==> config.mk <==
export PLATFORM = sky130hd
export DESIGN_NAME = mem_arbiter
export DESIGN_NICKNAME = d
export VERILOG_FILES = /design/src/rtl/mem_arbiter.sv
export SDC_FILE = /design/constraint.sdc
export NUM_CORES = 1
export LEC_CHECK = 0
export ABC_AREA = 1
export CORE_ASPECT_RATIO = 0.7
export CORE_UTILIZATION = 59
export CTS_BUF_LIST = sky130_fd_sc_hd__clkbuf_2
export DETAILED_ROUTE_END_ITERATION = 10
export DONT_BUFFER_PORTS = 1
export HOLD_SLACK_MARGIN = 0.05
export PLACE_DENSITY = 0.86
export RECOVER_POWER = 100
export SLEW_MARGIN = 20
export SYNTH_ARGS = -nofsm -noshare
export SYNTH_HDL_FRONTEND = slang
export SYNTH_SLANG_ARGS = --single-unit
==> constraint.sdc <==
create_clock -name clk_i -period 1.6 [get_ports clk_i]
set_clock_uncertainty 0.2 [all_clocks]
set_input_delay 0.32 -clock clk_i [delete_from_list [all_inputs] [get_ports clk_i]]
set_output_delay 0.32 -clock clk_i [all_outputs]
set_load 0.005 [all_outputs]
==> src/rtl/mem_arbiter.sv <==
// Two-requester round-robin arbiter in front of a single-port valid/ready memory.
// One transaction in flight at a time; a programmable timeout turns a silent memory into an error.
module mem_arbiter #(
  parameter int unsigned ADDR_WIDTH = 9,
  parameter int unsigned WIDTH      = 16,
  parameter int unsigned TIMEOUT    = 15
) (
  input  logic                  clk_i,
  input  logic                  rst_i,
  input  logic                  req0_valid_i,
  input  logic                  req0_wr_rd_i,
  input  logic [ADDR_WIDTH-1:0] req0_addr_i,
  input  logic [WIDTH-1:0]      req0_wdata_i,
  output logic                  req0_ready_o,
  output logic [WIDTH-1:0]      req0_rdata_o,
  output logic                  req0_err_o,
  input  logic                  req1_valid_i,
  input  logic                  req1_wr_rd_i,
  input  logic [ADDR_WIDTH-1:0] req1_addr_i,
  input  logic [WIDTH-1:0]      req1_wdata_i,
  output logic                  req1_ready_o,
  output logic [WIDTH-1:0]      req1_rdata_o,
  output logic                  req1_err_o,
  output logic                  mem_valid_o,
  output logic                  mem_wr_rd_o,
  output logic [ADDR_WIDTH-1:0] mem_addr_o,
  output logic [WIDTH-1:0]      mem_wdata_o,
  input  logic                  mem_ready_i,
  input  logic [WIDTH-1:0]      mem_rdata_i,
  output logic                  busy_o,
  output logic                  grant_o
);

  localparam int unsigned CntW = (TIMEOUT > 0) ? $clog2(TIMEOUT + 1) : 1;

  typedef enum logic [1:0] {StIdle, StIssue, StResp} state_e;

  state_e                state_q, state_d;
  logic                  last_grant_q, last_grant_d;
  logic                  grant_q, grant_d;
  logic                  wr_rd_q, wr_rd_d;
  logic [ADDR_WIDTH-1:0] addr_q, addr_d;
  logic [WIDTH-1:0]      wdata_q, wdata_d;
  logic [WIDTH-1:0]      rdata_q, rdata_d;
  logic                  err_q, err_d;
  logic [CntW-1:0]       cnt_q, cnt_d;
  logic                  winner;
  logic                  issue, resp;

  always_comb begin
    state_d      = state_q;
    last_grant_d = last_grant_q;
    grant_d      = grant_q;
    wr_rd_d      = wr_rd_q;
    addr_d       = addr_q;
    wdata_d      = wdata_q;
    rdata_d      = rdata_q;
    err_d        = err_q;
    cnt_d        = cnt_q;
    // On a tie the requester that did not win last time goes first.
    winner = (req0_valid_i && req1_valid_i) ? ~last_grant_q : req1_valid_i;

    case (state_q)
      StIdle: begin
        if (req0_valid_i || req1_valid_i) begin
          grant_d      = winner;
          last_grant_d = winner;
          wr_rd_d      = winner ? req1_wr_rd_i : req0_wr_rd_i;
          addr_d       = winner ? req1_addr_i  : req0_addr_i;
          wdata_d      = winner ? req1_wdata_i : req0_wdata_i;
          cnt_d        = '0;
          state_d      = StIssue;
        end
      end
      StIssue: begin
        if (mem_ready_i) begin
          rdata_d = wr_rd_q ? '0 : mem_rdata_i;
          err_d   = 1'b0;
          state_d = StResp;
        end else begin
          if (cnt_q != '1) cnt_d = cnt_q + 1'b1;
          if ((TIMEOUT != 0) && (32'(cnt_q) == TIMEOUT - 1)) begin
            err_d   = 1'b1;
            rdata_d = '0;
            state_d = StResp;
          end
        end
      end
      StResp:  state_d = StIdle;
      default: state_d = StIdle;
    endcase
  end

  always_comb begin
    issue        = (state_q == StIssue);
    resp         = (state_q == StResp);
    mem_valid_o  = issue;
    mem_wr_rd_o  = issue & wr_rd_q;
    mem_addr_o   = issue ? addr_q : '0;
    mem_wdata_o  = issue ? wdata_q : '0;
    req0_ready_o = resp & ~grant_q;
    req1_ready_o = resp & grant_q;
    req0_rdata_o = req0_ready_o ? rdata_q : '0;
    req1_rdata_o = req1_ready_o ? rdata_q : '0;
    req0_err_o   = req0_ready_o & err_q;
    req1_err_o   = req1_ready_o & err_q;
    busy_o       = issue | resp;
    grant_o      = grant_q;
  end

  always_ff @(posedge clk_i) begin
    if (rst_i) begin
      state_q      <= StIdle;
      last_grant_q <= 1'b1;
      grant_q      <= 1'b0;
      wr_rd_q      <= 1'b0;
      addr_q       <= '0;
      wdata_q      <= '0;
      rdata_q      <= '0;
      err_q        <= 1'b0;
      cnt_q        <= '0;
    end else begin
      state_q      <= state_d;
      last_grant_q <= last_grant_d;
      grant_q      <= grant_d;
      wr_rd_q      <= wr_rd_d;
      addr_q       <= addr_d;
      wdata_q      <= wdata_d;
      rdata_q      <= rdata_d;
      err_q        <= err_d;
      cnt_q        <= cnt_d;
    end
  end

endmodule

==> impl_metrics.tcl, run 1 <==
set metrics [dict create \
    lastStage "clock tree synthesis" \
    ys_top_cells_by_area "dfxtp_1 37%, inv_1 11%, nand2_1 10%" \
    initial_utilization_pct 62.56 \
    synthMuxAreaShare_pct 0 \
    clock-sinks 51 \
    cts_buffers 5 \
    syn_area_per_cell_um2 6.378 \
    dpl_cell_area_um2 3005 \
    dp_hpwl_mm 4.499 \
    synth_xor_area_share_pct 0 \
    htreeDepth 2 \
    ys_types 25 \
    netlist_instances 432 \
    seq_area_frac_synth_pct 37.06 \
    ys_warn_count 0 \
    synth_seq_cells 51 \
    synth_top_family_by_area "simple AND/OR/NAND/NOR gates" \
    synth-compound-area-share_pct 20.07 \
    synth-simple-area-share_pct 23.48 \
    syn_nets 511 \
    cts_buffer_depth 2 \
    finalWeightedCongestion 0.8896 \
    stop_error "[ERROR DPL-0038] Utilization greater than 100%, impossible to legalize" \
    die_h_um 59.18 \
    io-pin-count 138 \
    synth_adder_area_share_pct 2.725 \
    numPortBuffers 0 \
    rows 20 \
    cts-hold-fix-buffers 74 \
    cts.repair.resized 137 \
    die_w_um 83.68 \
    root_buffer "clkbuf_2" \
    netlist_area_um2 2755 \
    cts_setup_buffers 17 \
    yosysTopAreaCell "dfxtp_1" \
    status "aborted with a tool error" \
    place_inst 480 \
    synth_top_area_share_pct 37.06 \
]
-- logic make-up after synthesis --
logic type | count (synthesis)
AO/OA/AOI/OAI | 105
adder cells (fa/ha/maj) | 6
flip-flops | 51
AND/OR/NAND/NOR | 163
buffers and inverters | 107
-- synth_stat cells --
cell type / number
a21oi_1: 46
a21oi_2: 3
a21oi_4: 1
a31oi_1: 1
buf_2: 7
buf_4: 2
buf_6: 5
clkbuf_1: 5
clkbuf_2: 3
clkinv_1: 1
dfxtp_1: 51
ha_1: 6
inv_1: 82
inv_2: 2
nand2_1: 77
nand2_2: 1
nand3_1: 9
nand3_2: 1
nor2_1: 70
nor2_2: 2
nor2_4: 1
nor3_1: 2
o21ai_0: 30
o21ai_1: 23
o21ai_2: 1
-- stage by stage --
step           setup WS (ns)  hold WS (ns)
2_1_floorplan       -0.01477        0.1817
3_3_place_gp        -0.02711        0.1864
3_5_place_dp        -0.06930        0.1919
==> inputs of run 2 (changes only) <==
Settings changed: CORE_ASPECT_RATIO 0.7 to unset, CORE_UTILIZATION 59 to 40, CTS_BUF_LIST sky130_fd_sc_hd__clkbuf_2 to unset, HOLD_SLACK_MARGIN 0.05 to unset, PLACE_DENSITY 0.86 to unset, PLACE_DENSITY_LB_ADDON set to 0.15.
Clock period 1.6 ns to 2.08 ns, I/O delays scaled along.
==> run 2 against run 1 <==
The run now ends clean; synthesized area did not move; synthesized cell count did not move.
==> impl_metrics.tcl, run 2 <==
set metrics [dict create \
    coreArea_um2 6495 \
    r2r-end "addr_q[4]" \
    ys_warn_count 0 \
    hold_violations 0 \
    synthArstFlopShare_pct 0 \
    hold_path.class "primary input to flop" \
    critPathMaxFanout 8 \
    die_area_um2 7224 \
    worstRegToRegCells 9 \
    wl_per_cell_um 12.49 \
    ys_top_cells_by_area "dfxtp_1 37%, inv_1 11%, nand2_1 10%" \
    timing.final.ws_setup_ns 0.09242 \
    clock-sinks 51 \
    routed_via_density 4.920 \
    drive_above_1_share_pct 13.36 \
    design_area_um2 3100 \
    cp_top_family "buffers and inverters" \
    final_cell_mix "80 x inv_1, 78 x nand2_1, 52 x nor2_1, 49 x dfxtp_1, 46 x a21oi_1" \
    path_buf_inv 4 \
    setup.worst_path.class "flop to output pin" \
    cpMaxStageDelayCell "dfxtp_2" \
    io-pin-count 138 \
    fin_crit_ns 1.988 \
    cp.arrival_ns 1.37 \
    overflow 0 \
    root_buffer "clkbuf_8" \
    post-route-period-util_pct 95.56 \
    netlist_instances 432 \
    rrSetupSlack_ns 0.19 \
    ys_top_cells_by_count "82 x inv_1, 77 x nand2_1, 70 x nor2_1" \
    dpl_cell_area_um2 2806 \
    tightest_slew_ns 0.8712 \
    initial_utilization_pct 42.42 \
    htreeDepth 2 \
    antenna-diode-count 0 \
    synth.most_common_cell "inv_1" \
    finalWeightedCongestion 0.7502 \
    netlist_area_um2 2755 \
    drtPass1Iterations 4 \
    finalNetCount 512 \
    syn2layout_area_growth_pct 12.53 \
    seq_area_frac_synth_pct 37.06 \
    antenna_found_initial 0 \
    cp_cell_sequence "inv_2 -> ha_4 -> inv_2 -> nor2_4 -> clkinv_2 -> clkbuf_16 -> nor2_4" \
    p_leak_uw 0.001418 \
    drc 0 \
    cpPeakStageDelay_ns 0.34 \
    ir_worst_vdd_mv 0.2999 \
    syn_area_per_cell_um2 6.378 \
    clk_latency_ns 0.30 \
    die_w_um 85.00 \
    vias 2514 \
    globalRouteTotalUtil_pct 17.63 \
    rows 29 \
    finalMaxSlewViolations 0 \
    cts_tree "done" \
    wl_met1_mm 2.974 \
    reg2reg_from "state_q[0]" \
    top_regs "rdata_q x16, wdata_q x16, addr_q x9" \
    maxCapViolCount 0 \
    critical_path_depth 7 \
    dp_hpwl_mm 4.499 \
    grt_pass1_wl_mm 10.28 \
    grt_max_degree 43 \
    startpoint_type "flop" \
    wirelength_mm 6.381 \
    drt_iter0_drc 47 \
    synth-edff-count 0 \
    numPortBuffers 0 \
    dr_wl_met2_mm 2.925 \
    syn_nets 511 \
    p_per_area_nw_per_um2 787.7 \
    whs_path_depth 2 \
    dp_slack_ns 0.2550 \
    yosysTopAreaCell "dfxtp_1" \
    synth_top_area_share_pct 37.06 \
    status "finished clean" \
    ys_types 25 \
    fin_total_pwr_uw 2442 \
    synth_seq_cells 51 \
    cp_data_required_time_ns 1.46 \
    synth_ff_type "dfxtp_1" \
    ant_nets 0 \
    hold_path_startpoint "req1_wdata_i[7]" \
    top_layer_used "met4" \
    met3_wirelength_um 442 \
    slew_headroom_pct 41.73 \
    clk_pin_slew_ns 0.10 \
    cts_buffer_depth 2 \
    fmax_mhz 503.1 \
    die_h_um 85.00 \
    holdPathEnd "wdata_q[7]" \
    setup_viol 0 \
    end_kind "output pin" \
    grt_pass1_vias 2250 \
    cts_buffers 5 \
    final_common_cell "inv_1" \
]
==> run 2: cell counts after synthesis <==
No cell type changed its count.
==> run 2: worst max-delay path by stage <==
stage / start / slack, ns / endpoint
after floorplan: state_q[1] / 0.25 / mem_addr_o[3]
after global placement: state_q[0] / 0.31 / req0_rdata_o[12]
after detailed placement: state_q[0] / 0.26 / req0_rdata_o[13]
after CTS: state_q[0] / 0.01 / req0_rdata_o[13]
after global routing: state_q[1] / -0.0003 / mem_wdata_o[9]
final: state_q[0] / 0.09 / req0_rdata_o[13]
==> run 2: logic make-up (layout without fill, tap and decap cells) <==
group / count (synthesis) / after routing / synth area share (%)
fa+ha+maj: 6 / 6 / 2.725
simple gates: 163 / 163 / 23.48
compound gates: 105 / 105 / 20.07
buf+inv: 107 / 109 / 16.67
flops: 51 / 51 / 37.06
==> run 2: repair_timing <==
item                       CTS  global route
setup buffers                2             1
hold endpoints to repair    23             0
gates resized for setup     24            14
setup endpoints to repair   17            21
hold buffers                 1             0
pin swaps                    1             3
cloned                       0             1
==> run 2: stage by stage <==
step	cells	hold slack [ns]	util [%]	TNS, ns
5_1_grt	511	0.03057	47.74	-0.0002817
3_5_place_dp	498	0.2463	43.21	0
2_1_floorplan	432	0.2392	-	0
3_3_place_gp	498	0.2432	43.21	0
6_report	511	0.04133	47.74	0
4_1_cts	509	0.03501	46.43	0
==> run 2: power by group <==
group | total (µW) | switching [µW] | internal [µW] | leakage, µW
combinational | 562 | 355 | 206 | 0.000936
sequential | 1140 | 59.0 | 1080 | 0.000420
clock | 738 | 342 | 396 | 0.0000618
==> run 2: area by class of cell <==
class                      instances  area [µm²]
fill                             682        3395
multi-input combinational        274        1375
sequential                        51        1023
inverter                          85       320.3
timing repair buffer              16       163.9
tap                               77       96.34
clock buffer                       6       82.58
clock inverter                     2       38.79
==> run 2: routing by layer <==
metal	global-route usage, %	up-vias
li1	-	1319
met1	22.49	1097
met2	28.96	94
met3	5.253	4
met4	4.931	0
met5	0	-
Note: power is estimated with default switching activity, not from simulation.
==> inputs of run 3 (changes only) <==
Settings changed: ABC_CLOCK_PERIOD_IN_PS set to 2080, PLACE_DENSITY set to 0.58, PLACE_DENSITY_LB_ADDON 0.15 to unset, SKIP_LAST_GASP set to 1.
==> run 3 against run 2 <==
Clock-buffer cell count shrank 1; power increased by 1.7%; register-to-register slack improved by 0.05 ns; largest cell class unchanged; critical path depth unchanged.
==> impl_metrics.tcl, run 3 (synthesized netlist as in run 2, its figures left out) <==
set metrics [dict create \
    status "finished clean" \
    p_sw_share_pct 29.51 \
    sequentialPowerShare_pct 46.0 \
    finalMaxSlewViolations 0 \
    cp_data_required_time_ns 1.46 \
    hold_violations 0 \
    rrSetupSlack_ns 0.24 \
    root_buffer "clkbuf_8" \
    r2r-end "cnt_q[3]" \
    grt_pass1_vias 2265 \
    setup.worst_path.class "flop to output pin" \
    cp_cell_sequence "inv_1 -> ha_1 -> inv_1 -> nor2_2 -> inv_2 -> buf_8 -> nor2_1" \
    rows 29 \
    final_common_cell "inv_1" \
    cpPeakStageDelay_ns 0.35 \
    tightest_slew_ns 0.8779 \
    routed_via_density 4.964 \
    overflow 0 \
    wirelength_mm 6.235 \
    die_h_um 85.00 \
    cpMaxStageDelayCell "dfxtp_2" \
    critPathMaxFanout 17 \
    final_cells 505 \
    worstRegToRegCells 10 \
    die_w_um 85.00 \
    hold_path.class "primary input to flop" \
    initial_utilization_pct 42.42 \
    finalNetCount 506 \
    wl_per_cell_um 12.35 \
    final_cell_mix "82 x inv_1, 78 x nand2_1, 53 x nor2_1, 50 x o21ai_0, 50 x dfxtp_1" \
    startpoint_type "flop" \
    numPortBuffers 0 \
    end_kind "output pin" \
    maxCapViolCount 0 \
    syn2layout_area_growth_pct 9.128 \
    grt_pass1_wl_mm 10.14 \
    top_regs "rdata_q x16, wdata_q x16, addr_q x9" \
    dr_wl_met2_mm 2.944 \
    post-route-period-util_pct 95.39 \
    clk_latency_ns 0.30 \
    pwr-share-comb_pct 21.0 \
    clk_pin_slew_ns 0.09 \
    finalWeightedCongestion 0.7217 \
    cp.arrival_ns 1.37 \
    intPower_uw 1750 \
    path_common_cell "inv_1" \
    antenna_found_initial 0 \
    fin_crit_ns 1.984 \
    slew_headroom_pct 41.28 \
    hold_path_startpoint "req1_wdata_i[7]" \
    ant_nets 0 \
    drc 0 \
    setup_viol 0 \
    fillCellCount 695 \
    fmax_mhz 504.0 \
    top_layer_used "met4" \
    place_inst 495 \
    wl_met1_mm 2.836 \
    grt_max_degree 53 \
    drt_iter0_drc 76 \
    whs_path_depth 2 \
    pwr-share-clk_pct 33.0 \
    cts_buffers 5 \
    htreeDepth 2 \
    met3_wirelength_um 424 \
    holdPathEnd "wdata_q[7]" \
    coreArea_um2 6495 \
    clock-sinks 51 \
    globalRouteTotalUtil_pct 17.28 \
    drtPass1Iterations 4 \
    vias 2507 \
    die_area_um2 7224 \
    tns_ns 0 \
    cts_tree "done" \
    power_switching_uw 732.6 \
    reg2reg_from "state_q[1]" \
    fin_total_pwr_uw 2483 \
    cts_buffer_depth 2 \
    drive_above_1_share_pct 10.75 \
    io-pin-count 138 \
    ir_worst_vdd_mv 0.3436 \
    p_leak_uw 0.001380 \
    p_per_area_nw_per_um2 825.7 \
    rsz0062_at_grt "yes" \
    dp_hpwl_mm 4.392 \
    antenna-diode-count 0 \
]
## run 3: stage by stage
stage	hold slack, ns	utilization [%]	cell area, µm²	worst slack, ns
2_1_floorplan	0.2392	-	2755	0.2510
3_3_place_gp	0.2432	43.25	2809	0.3322
3_5_place_dp	0.2465	43.25	2809	0.2708
4_1_cts	0.02989	45.94	2984	0.02983
5_1_grt	0.03077	46.29	3007	-0.006955
6_report	0.04435	46.29	3007	0.09583
## run 3: worst max-delay path, delay by kind of cell (launching register included)
kind / cells / cell delay, ns
buffers and inverters: 4 / 0.34
adder cells (fa/ha/maj): 1 / 0.16
flip-flops: 1 / 0.35
AND/OR/NAND/NOR: 2 / 0.23
## run 3: metal layers
| layer | vias up | GRT usage (%) |
|---|---|---|
| met4 | 0 | 4.314 |
| li1 | 1306 | - |
| met2 | 93 | 30.35 |
| met1 | 1106 | 20.61 |
| met3 | 2 | 5.156 |
| met5 | - | 0 |
## run 3: timing repair
| item | 4_1_cts | 5_1_grt |
|---|---|---|
| resized for setup | 11 | 10 |
| hold endpoints to repair | 23 | 0 |
| endpoints found under the setup margin | 17 | 17 |
| hold buffers | 1 | 0 |
| pin swaps | 0 | 0 |
| setup buffers | 0 | 1 |
## run 3: power groups by stage
stage	clock, µW	combinational (µW)	sequential [µW]
floorplan	0	427	1150
global placement	0	511	1160
detailed placement	0	518	1160
CTS	848	534	1140
global route	882	604	1160
finish	818	522	1140
## run 3: worst max path at each step
stage                           from         endpoint  slack [ns]  cells past startpoint
after detailed placement  state_q[1]       rdata_q[7]        0.27                      6
after floorplan           state_q[1]    mem_addr_o[3]        0.25                      7
after CTS                 state_q[0]  req0_rdata_o[5]        0.03                      7
final                     state_q[0]  req0_rdata_o[5]         0.1                      7
after global placement    state_q[0]  req0_rdata_o[6]        0.33                      7
after global routing      state_q[0]  req0_rdata_o[6]      -0.007                      7
## run 3: layout make-up
class                      instances  area (µm²)  share of cell area, %
clock buffer                       5       68.82                  2.289
clock inverter                     3       67.56                  2.247
inverter                          85       319.1                  10.61
multi-input combinational        274        1310                  43.57
sequential                        51        1022                  34.00
tap                               77       96.34                  3.204
timing repair buffer              10       122.6                  4.078
